### src/rtl/fetch_pc_unit_pkg.sv
// Shared definitions for the fetch/PC stage: run-control state encoding,
// default widths and the constant subroutine target table.
package fetch_pc_unit_pkg;

    localparam int PC_W_DEF      = 10;
    localparam int RAS_DEPTH_DEF = 4;

    typedef logic [1:0] state_t;

    localparam logic [1:0] ST_IDLE = 2'd0;
    localparam logic [1:0] ST_RUN  = 2'd1;
    localparam logic [1:0] ST_DONE = 2'd2;

    // Subroutine entry points selected by jtsr; unlisted indices resolve to 0.
    function automatic logic [PC_W_DEF-1:0] jsr_target(input logic [3:0] idx);
        logic [PC_W_DEF-1:0] t;
        t = '0;
        case (idx)
            4'd0:    t = 10'd512;
            4'd1:    t = 10'd60;
            4'd2:    t = 10'd128;
            4'd3:    t = 10'd256;
            4'd4:    t = 10'd384;
            4'd5:    t = 10'd1000;
            default: t = '0;
        endcase
        return t;
    endfunction

endpackage

### src/rtl/fetch_pc_unit_ret_stack.sv
// LIFO return-address stack. Push is ignored when full and pop when empty;
// the caller is expected to flag those cases itself.
module ret_stack #(
    parameter int W     = 10,
    parameter int DEPTH = 4,
    localparam int CW   = $clog2(DEPTH + 1),
    localparam int AW   = $clog2(DEPTH)
) (
    input  logic          clk,
    input  logic          reset,
    input  logic          clear_i,
    input  logic          push_i,
    input  logic          pop_i,
    input  logic [W-1:0]  push_data_i,
    output logic [W-1:0]  top_o,
    output logic          empty_o,
    output logic          full_o,
    output logic [CW-1:0] count_o
);

    logic [W-1:0]  mem_q [DEPTH];
    logic [CW-1:0] cnt_q;
    logic [CW-1:0] top_ptr;

    assign empty_o = (cnt_q == '0);
    assign full_o  = (cnt_q == CW'(DEPTH));
    assign count_o = cnt_q;
    assign top_ptr = cnt_q - CW'(1);
    assign top_o   = mem_q[AW'(top_ptr)];

    always_ff @(posedge clk) begin
        if (reset || clear_i) begin
            cnt_q <= '0;
        end else if (push_i && !full_o) begin
            cnt_q <= cnt_q + CW'(1);
        end else if (pop_i && !empty_o) begin
            cnt_q <= cnt_q - CW'(1);
        end
    end

    // Entry storage needs no reset: the count alone defines what is valid.
    always_ff @(posedge clk) begin
        if (!reset && !clear_i && push_i && !full_o) begin
            mem_q[AW'(cnt_q)] <= push_data_i;
        end
    end

endmodule

### src/rtl/fetch_pc_unit.sv
// Program counter, redirect mux and IDLE/RUN/DONE run control in front of
// instruction memory; subroutine return addresses live in ret_stack.
module fetch_pc_unit
    import fetch_pc_unit_pkg::*;
#(
    parameter int              PC_W      = PC_W_DEF,
    parameter int              RAS_DEPTH = RAS_DEPTH_DEF,
    parameter logic [PC_W-1:0] START_PC  = '0
) (
    input  logic                           clk,
    input  logic                           reset,
    input  logic                           start,
    input  logic                           halt,
    input  logic                           stall,
    input  logic                           skip_en,
    input  logic [5:0]                     skip_off,
    input  logic                           jsr_en,
    input  logic [3:0]                     jsr_idx,
    input  logic                           ret_en,
    output logic [PC_W-1:0]                pc,
    output logic                           running,
    output logic                           done,
    output logic                           err,
    output state_t                         dbg_state,
    output logic [$clog2(RAS_DEPTH+1)-1:0] dbg_ras_cnt,
    output logic [PC_W-1:0]                dbg_ras_top
);

    state_t          state_q, state_d;
    logic [PC_W-1:0] pc_q, pc_d;
    logic            err_q, err_d;
    logic            running_q, done_q;

    logic            ras_push, ras_pop, ras_clear;
    logic            ras_empty, ras_full;
    logic [PC_W-1:0] ras_top;
    logic [PC_W-1:0] pc_seq;
    logic [PC_W-1:0] skip_sext;

    assign pc_seq    = pc_q + PC_W'(1);
    assign skip_sext = {{(PC_W-6){skip_off[5]}}, skip_off};

    ret_stack #(
        .W     (PC_W),
        .DEPTH (RAS_DEPTH)
    ) u_ret_stack (
        .clk         (clk),
        .reset       (reset),
        .clear_i     (ras_clear),
        .push_i      (ras_push),
        .pop_i       (ras_pop),
        .push_data_i (pc_seq),
        .top_o       (ras_top),
        .empty_o     (ras_empty),
        .full_o      (ras_full),
        .count_o     (dbg_ras_cnt)
    );

    // Control inputs are evaluated in strict priority; only one stack op per cycle.
    always_comb begin
        state_d   = state_q;
        pc_d      = pc_q;
        err_d     = err_q;
        ras_push  = 1'b0;
        ras_pop   = 1'b0;
        ras_clear = 1'b0;
        case (state_q)
            ST_IDLE, ST_DONE: begin
                if (start) begin
                    state_d   = ST_RUN;
                    pc_d      = START_PC;
                    err_d     = 1'b0;
                    ras_clear = 1'b1;
                end
            end
            ST_RUN: begin
                if (stall) begin
                    state_d = state_q;
                end else if (halt) begin
                    state_d = ST_DONE;
                end else if (ret_en) begin
                    if (ras_empty) begin
                        err_d   = 1'b1;
                        state_d = ST_DONE;
                    end else begin
                        pc_d    = ras_top;
                        ras_pop = 1'b1;
                    end
                end else if (jsr_en) begin
                    if (ras_full) begin
                        err_d   = 1'b1;
                        state_d = ST_DONE;
                    end else begin
                        pc_d     = PC_W'(jsr_target(jsr_idx));
                        ras_push = 1'b1;
                    end
                end else if (skip_en) begin
                    pc_d = pc_seq + skip_sext;
                end else begin
                    pc_d = pc_seq;
                end
            end
            default: state_d = ST_IDLE;
        endcase
    end

    always_ff @(posedge clk) begin
        if (reset) begin
            state_q   <= ST_IDLE;
            pc_q      <= '0;
            err_q     <= 1'b0;
            running_q <= 1'b0;
            done_q    <= 1'b0;
        end else begin
            state_q   <= state_d;
            pc_q      <= pc_d;
            err_q     <= err_d;
            running_q <= (state_d == ST_RUN);
            done_q    <= (state_d == ST_DONE);
        end
    end

    assign pc          = pc_q;
    assign running     = running_q;
    assign done        = done_q;
    assign err         = err_q;
    assign dbg_state   = state_q;
    assign dbg_ras_top = ras_top;

endmodule

### config.mk
export PLATFORM = sky130hd
export DESIGN_NAME = fetch_pc_unit
export DESIGN_NICKNAME = d
export VERILOG_FILES = /design/src/rtl/fetch_pc_unit_pkg.sv /design/src/rtl/fetch_pc_unit_ret_stack.sv /design/src/rtl/fetch_pc_unit.sv
export SDC_FILE = /design/constraint.sdc
export NUM_CORES = 1
export LEC_CHECK = 0
export ABC_AREA = 1
export CAP_MARGIN = 20
export CORE_MARGIN = 5
export CORE_UTILIZATION = 48
export CTS_CLUSTER_DIAMETER = 100
export DETAILED_ROUTE_END_ITERATION = 16
export HOLD_SLACK_MARGIN = 0.02
export PLACE_DENSITY = 0.74
export SKIP_LAST_GASP = 1
export SYNTH_ARGS = -nofsm -noshare
export SYNTH_HDL_FRONTEND = slang
export SYNTH_SLANG_ARGS = --single-unit
### constraint.sdc
create_clock -name clk -period 2.8 [get_ports clk]
set_clock_uncertainty 0.2 [all_clocks]
set_input_delay 0.7 -clock clk [delete_from_list [all_inputs] [get_ports clk]]
set_output_delay 0.7 -clock clk [all_outputs]
set_load 0.02 [all_outputs]
Yosys cells after proc, flatten, opt, wreduce, memory -nomap -nowiden
Memories as Yosys holds them, arrays and structs flattened. Cells that the tools add are included.

Add/subtract/negate cells: 4. Multipliers: 0. Divide/modulo/power cells: 0. $lt $le $gt $ge: 0. Equality and inequality tests: 18. Shift operators: 0. Mux-type cells: 43. Bitwise gates (word level): 0. Reductions and logical operators: 18.

Operator list (count): $mux W10 (8); $pmux W10 S6 (1); $mux W1 (22); $pmux W10 S2 (1); $mux W2 (7); $add A10 B1 Y10 const B (1); $add A10 B10 Y10 (1); $eq A4 B2 Y1 const B (2); $eq A4 B3 Y1 const B (2); $reduce_and A7 Y1 (1); $mux W3 (2); $ne A2 B2 Y1 const B (3); $ne A3 B2 Y1 const B (2); $ne A3 B3 Y1 const B (2); $reduce_and A6 Y1 (1); $logic_and A1 B1 Y1 (5); $eq A2 B1 Y1 const B (2); $eq A2 B2 Y1 const B (2); $eq A4 B1 Y1 const B (1); $logic_not A1 Y1 (4); $logic_not A4 Y1 (1); $ne A4 B4 Y1 const B (1); $pmux W2 S2 (1); $reduce_bool A2 Y1 (2); 8 further kinds (8).

Register bits after elaboration: 18. Latch bits: 0. RAM bits: 40. ROM bits: 0. Logic and storage cells: 90. Memories kept: 1.

Memory list: u_ret_stack.mem_q (words 4, width 10, read ports 1, clocked after Yosys merged registers in 0, write ports 1, line fetch_pc_unit_ret_stack.sv:21) `logic [W-1:0] mem_q [DEPTH];`.

Logic depth before layout (Yosys ltp)
Depth in word-level cells: 11. Mapped depth: 21.

Hierarchy
From an unflattened synthesis, not the netlist that was laid out.

Cell total of the unflattened synthesis: 385. Area, all modules: 3296.9 sq um.

Modules (own cells, without submodules): ret_stack (times used 1, cells an instance 145, area each 1786.7 sq um, sequential area each 1261.2 sq um); fetch_pc_unit (times used 1, cells an instance 240, area each 1510.2 sq um, sequential area each 300.3 sq um).

Least setup slack after synthesis
OpenSTA, ideal clock, no wires.

Kind: reg-to-reg. Start: reg pc_q[1] (netlist: pc[1]). End: reg pc_q[9] (netlist: pc[9]). Library setup time: 0.116 ns. Data arrival time: 2.470 ns. Required time: 2.484 ns. Setup slack: 0.014 ns. Cell stages (with the launch flop): 22. Buffers on the path: 0. Path through: dfxtp_1 ha_1 nand2_1 nor2_1 nand2_1 nor2_1 nand2_1 xor2_1 inv_1 ha_1 nand2_1 inv_1 a21oi_1 nand3_1 nand2_1 nand3_1 nand2_1 nand3_1 nand2_1 nand2_1 nand2_1 a21oi_1.

Word-level cells in the longest chain between the ends: 8.

Ends and longest elaborated chain: start: declaration (line fetch_pc_unit.sv:30) `logic [PC_W-1:0] pc_q, pc_d;`; start signal: assignment (line fetch_pc_unit.sv:116) `pc_q <= pc_d;`; $add A10 B1 Y10 (line fetch_pc_unit.sv:40) `assign pc_seq = pc_q + PC_W'(1);`; net pc_seq[8] (line fetch_pc_unit.sv:37) `logic [PC_W-1:0] pc_seq;`; $add A10 B10 Y10 (line fetch_pc_unit.sv:98) `pc_d = pc_seq + skip_sext;`; $mux W10 (line fetch_pc_unit.sv:97) `end else if (skip_en) begin`; $mux W10 (line fetch_pc_unit.sv:89) `end else if (jsr_en) begin`; $mux W10 (line fetch_pc_unit.sv:81) `end else if (ret_en) begin`; $mux W10 (line fetch_pc_unit.sv:79) `end else if (halt) begin`; $mux W10 (line fetch_pc_unit.sv:77) `if (stall) begin`; $pmux W10 S2 (line fetch_pc_unit.sv:67) `case (state_q)`.

The timed path passes the listed nets, and every way through them passes these cells. The select of a mux whose other input is x is not followed. A chain may end at the register's enable or synchronous reset.

Worst setup path after layout
Start: reg u_ret_stack.cnt_q[0] (netlist: u_ret_stack.count_o[0]). End: out dbg_ras_top[2].

Word-level cells in the longest chain between the ends: 2.

Ends and longest elaborated chain: start: declaration (line fetch_pc_unit_ret_stack.sv:22) `logic [CW-1:0] cnt_q;`; start signal: assignment (line fetch_pc_unit_ret_stack.sv:35) `cnt_q <= cnt_q + CW'(1);`; start signal: assignment (line fetch_pc_unit_ret_stack.sv:37) `cnt_q <= cnt_q - CW'(1);`; $sub A3 B1 Y3 (line fetch_pc_unit_ret_stack.sv:28) `assign top_ptr = cnt_q - CW'(1);`; $mem_v2 Z4 W10; end: declaration (line fetch_pc_unit.sv:26) `output logic [PC_W-1:0] dbg_ras_top`.

Every way passes these cells.

==> results_dict.tcl <==
set metrics [dict create \
    run_status "complete, no violations" \
    grt_start_max_net_pins 25 \
    clock_sinks 58 \
    die_width_um 92.2 \
    power.switching_uw 508 \
    fp-row-count 30 \
    post_drt_via_cell_ratio 5.25 \
    synth_area_leaders "edfxtp_1 37%, dfxtp_1 11%, nand2_1 8.8%" \
    critPathLaunchType "register" \
    required_ns 1.90 \
    critPathKind "reg2out" \
    leakage_uw 0.00183 \
    timing.fmax_mhz 365 \
    drive_above_1_share 0.245 \
    portBuffers 45 \
    numCtsBuffers 9 \
    drtIter0Drc 228 \
    antenna_found_initial 0 \
    worstMarginPinSlew_ns 0.402 \
    yosys.area_share.simple 0.214 \
    worstPathArrival_ns 1.84 \
    first_pass_iters 5 \
    syn_avg_cell_area_um2 8.50 \
    clk_path_buf_depth 2 \
    crit_path_max_fanout 10 \
    cts_hold_buf 0 \
    muxShareOfSynthArea 0 \
    hpwl_mm 6.32 \
    combPwrFrac 0.131 \
    multi_input_area_um2 1570 \
    drt_wl_total_mm 8.48 \
    finalHoldViolCount 0 \
    report.final.setup_viol 0 \
    nFillCells 517 \
    dieArea_um2 8490 \
    synth-compound-area-share 0.148 \
    cts_htree_levels 3 \
    yosys_warnings 0 \
    register_area_um2 1560 \
    syn2layout_area_growth_pct 37.5 \
    grt_setup_unrepaired "yes" \
    peakVddDrop_v 0.000303 \
    start_util 0.485 \
    synthAdderAreaFrac 0.0680 \
    insertion_delay_ns 0.34 \
    fin_total_pwr_uw 2050 \
    netlist_area_um2 3240 \
    seq_power_share 0.453 \
    reg2reg_from "pc[0]$_SDFFE_PP0P_" \
    yosysTopAreaCellShare 0.371 \
    yosys.area.top_type "edfxtp_1" \
    power_frac_clock 0.416 \
    whs_ns 0.313 \
    overflow 0 \
    mappedNetlistNets 416 \
    syn_inst 381 \
    ys_types 36 \
    cts_root_buf "clkbuf_8" \
    min_period_ns 2.74 \
    startpoint "u_ret_stack.count_o[0]$_SDFFE_PP0P_" \
    dpl.cell_count 548 \
    vias 2986 \
    grt_pass1_vias 2781 \
    synth_xor_area_frac 0.0270 \
    p_int_uw 1540 \
    hold_class "reg2reg" \
    placed_cell_area_um2 4130 \
    place_congestion 0.898 \
    drtAntennaViolNets 0 \
    drc 0 \
    slew_headroom 0.731 \
    grt_pass1_wl_mm 13.3 \
    synth_top_family_by_area "simple AND/OR/NAND/NOR gates" \
    io_pins 46 \
    seq_area_frac_synth 0.482 \
    nets 519 \
    cp-end-kind "output pin" \
    clk_pin_slew_ns 0.07 \
    die_h_um 92.2 \
    diodes 0 \
    grt_usage 0.202 \
    holdCritStartpoint "pc[9]$_SDFFE_PP0P_" \
    yosys_register_bits 58 \
    tns_ns 0 \
    core_um2 6680 \
    power_density_nw_per_um2 459 \
    cts_tree "done" \
    fin_area_um2 4460 \
    wl_per_cell_um 14.9 \
    layout.cells.non_filler 569 \
    timing.final.crit_share 0.977 \
    swShare 0.249 \
    drv_slew 0 \
    maxCapViolCount 0 \
]
-- area by class of cell --
type / instances / area share
clock buffer: 9 / 0.0278
clock inverter: 7 / 0.0208
multi-input combinational: 271 / 0.352
timing repair buffer: 99 / 0.188
sequential: 58 / 0.351
inverter: 45 / 0.0379
tap: 80 / 0.0225
-- final timing paths --
kind	slack [ns]	end	cells after the start
worst min-delay path	0.31	pc[9]$_SDFFE_PP0P_	2
worst max register to register	0.08	pc[9]$_SDFFE_PP0P_	20
worst min register to register	0.31	pc[9]$_SDFFE_PP0P_	2
worst max-delay path	0.06	dbg_ras_top[2]	6
-- worst max-delay path, cell delays in order, from the launching register on --
cell	delay (ns)
dfxtp_1	0.33
inv_1	0.06
ha_1	0.33
inv_2	0.16
o21ai_0	0.12
o22ai_1	0.21
clkdlybuf4s15_2	0.30
-- timing repair --
| action | CTS | global route |
|---|---|---|
| gates resized for setup | 28 | 28 |
| pin swaps | 2 | 6 |
| setup endpoints to repair | 11 | 15 |
| cloned | 0 | 0 |
| setup buffers | 3 | 2 |
-- Yosys cell counts (all sizes together) --
master  count
nor2       57
ha         16
a31oi       1
a31o        1
a311oi      2
fa          1
o221ai      2
o211ai      2
edfxtp     40
nand3b      1
nand3      19
o21ai      35
dfxtp      18
clkinv      1
xor2        6
or2         2
nand2      78
inv        44
nand4       3
buf         3
nor3        2
clkbuf      4
o21bai      2
o22ai       9
a21oi      28
xnor2       4
-- flip-flops by register name (all words and copies together) (netlist names) --
register,flops
running,1
u_ret_stack.mem_q,40
err,1
pc,10
dbg_state,2
done,1
u_ret_stack.count_o,3
-- cell families after synthesis --
group / count (synthesis)
simple gates: 162
compound gates: 82
flops: 58
buf+inv: 52
fa+ha+maj: 17
xor+xnor: 10
-- metrics by stage --
step	setup slack, ns	utilization
after floorplan	0.0143	-
after global placement	-0.162	0.618
after detailed placement	-0.191	0.618
after CTS	-0.109	0.655
after global routing	-0.136	0.667
final	0.0630	0.667
-- routing by layer --
metal	up-vias	share of wire	global-route usage
li1	1491	-	-
met1	1389	0.43	0.259
met2	95	0.49	0.341
met3	11	0.064	0.0427
met4	0	0.010	0.0668
met5	-	0	0
-- power by group through the flow --
| stage | Clock (uW) | Combinational (uW) | Sequential [uW] |
|---|---|---|---|
| after floorplan | 0 | 125 | 956 |
| after global placement | 0 | 250 | 944 |
| after detailed placement | 0 | 255 | 945 |
| after CTS | 858 | 258 | 926 |
| after global routing | 901 | 292 | 927 |
| final | 850 | 269 | 926 |
-- placed cells by master (no fill, tap or decap), types with 3 or more instances in the layout --
cell,synthesis,final
nand2_1,76,75
buf_4,0,54
nor2_1,52,48
edfxtp_1,40,40
inv_1,39,36
clkdlybuf4s50_1,0,35
o21ai_0,32,30
a21oi_1,25,24
nand3_1,18,17
dfxtp_1,18,16
ha_1,16,13
clkbuf_8,0,9
inv_2,5,8
xor2_1,6,6
nor2_2,2,6
o22ai_1,9,6
a21oi_2,3,4
clkdlybuf4s15_2,0,4
clkbuf_2,0,4
xnor2_1,4,3
o22ai_2,0,3
nor2_4,3,3
o21ai_1,1,3
nand4_1,3,3
ha_4,0,3
Note: power is estimated with default switching activity, not from simulation.
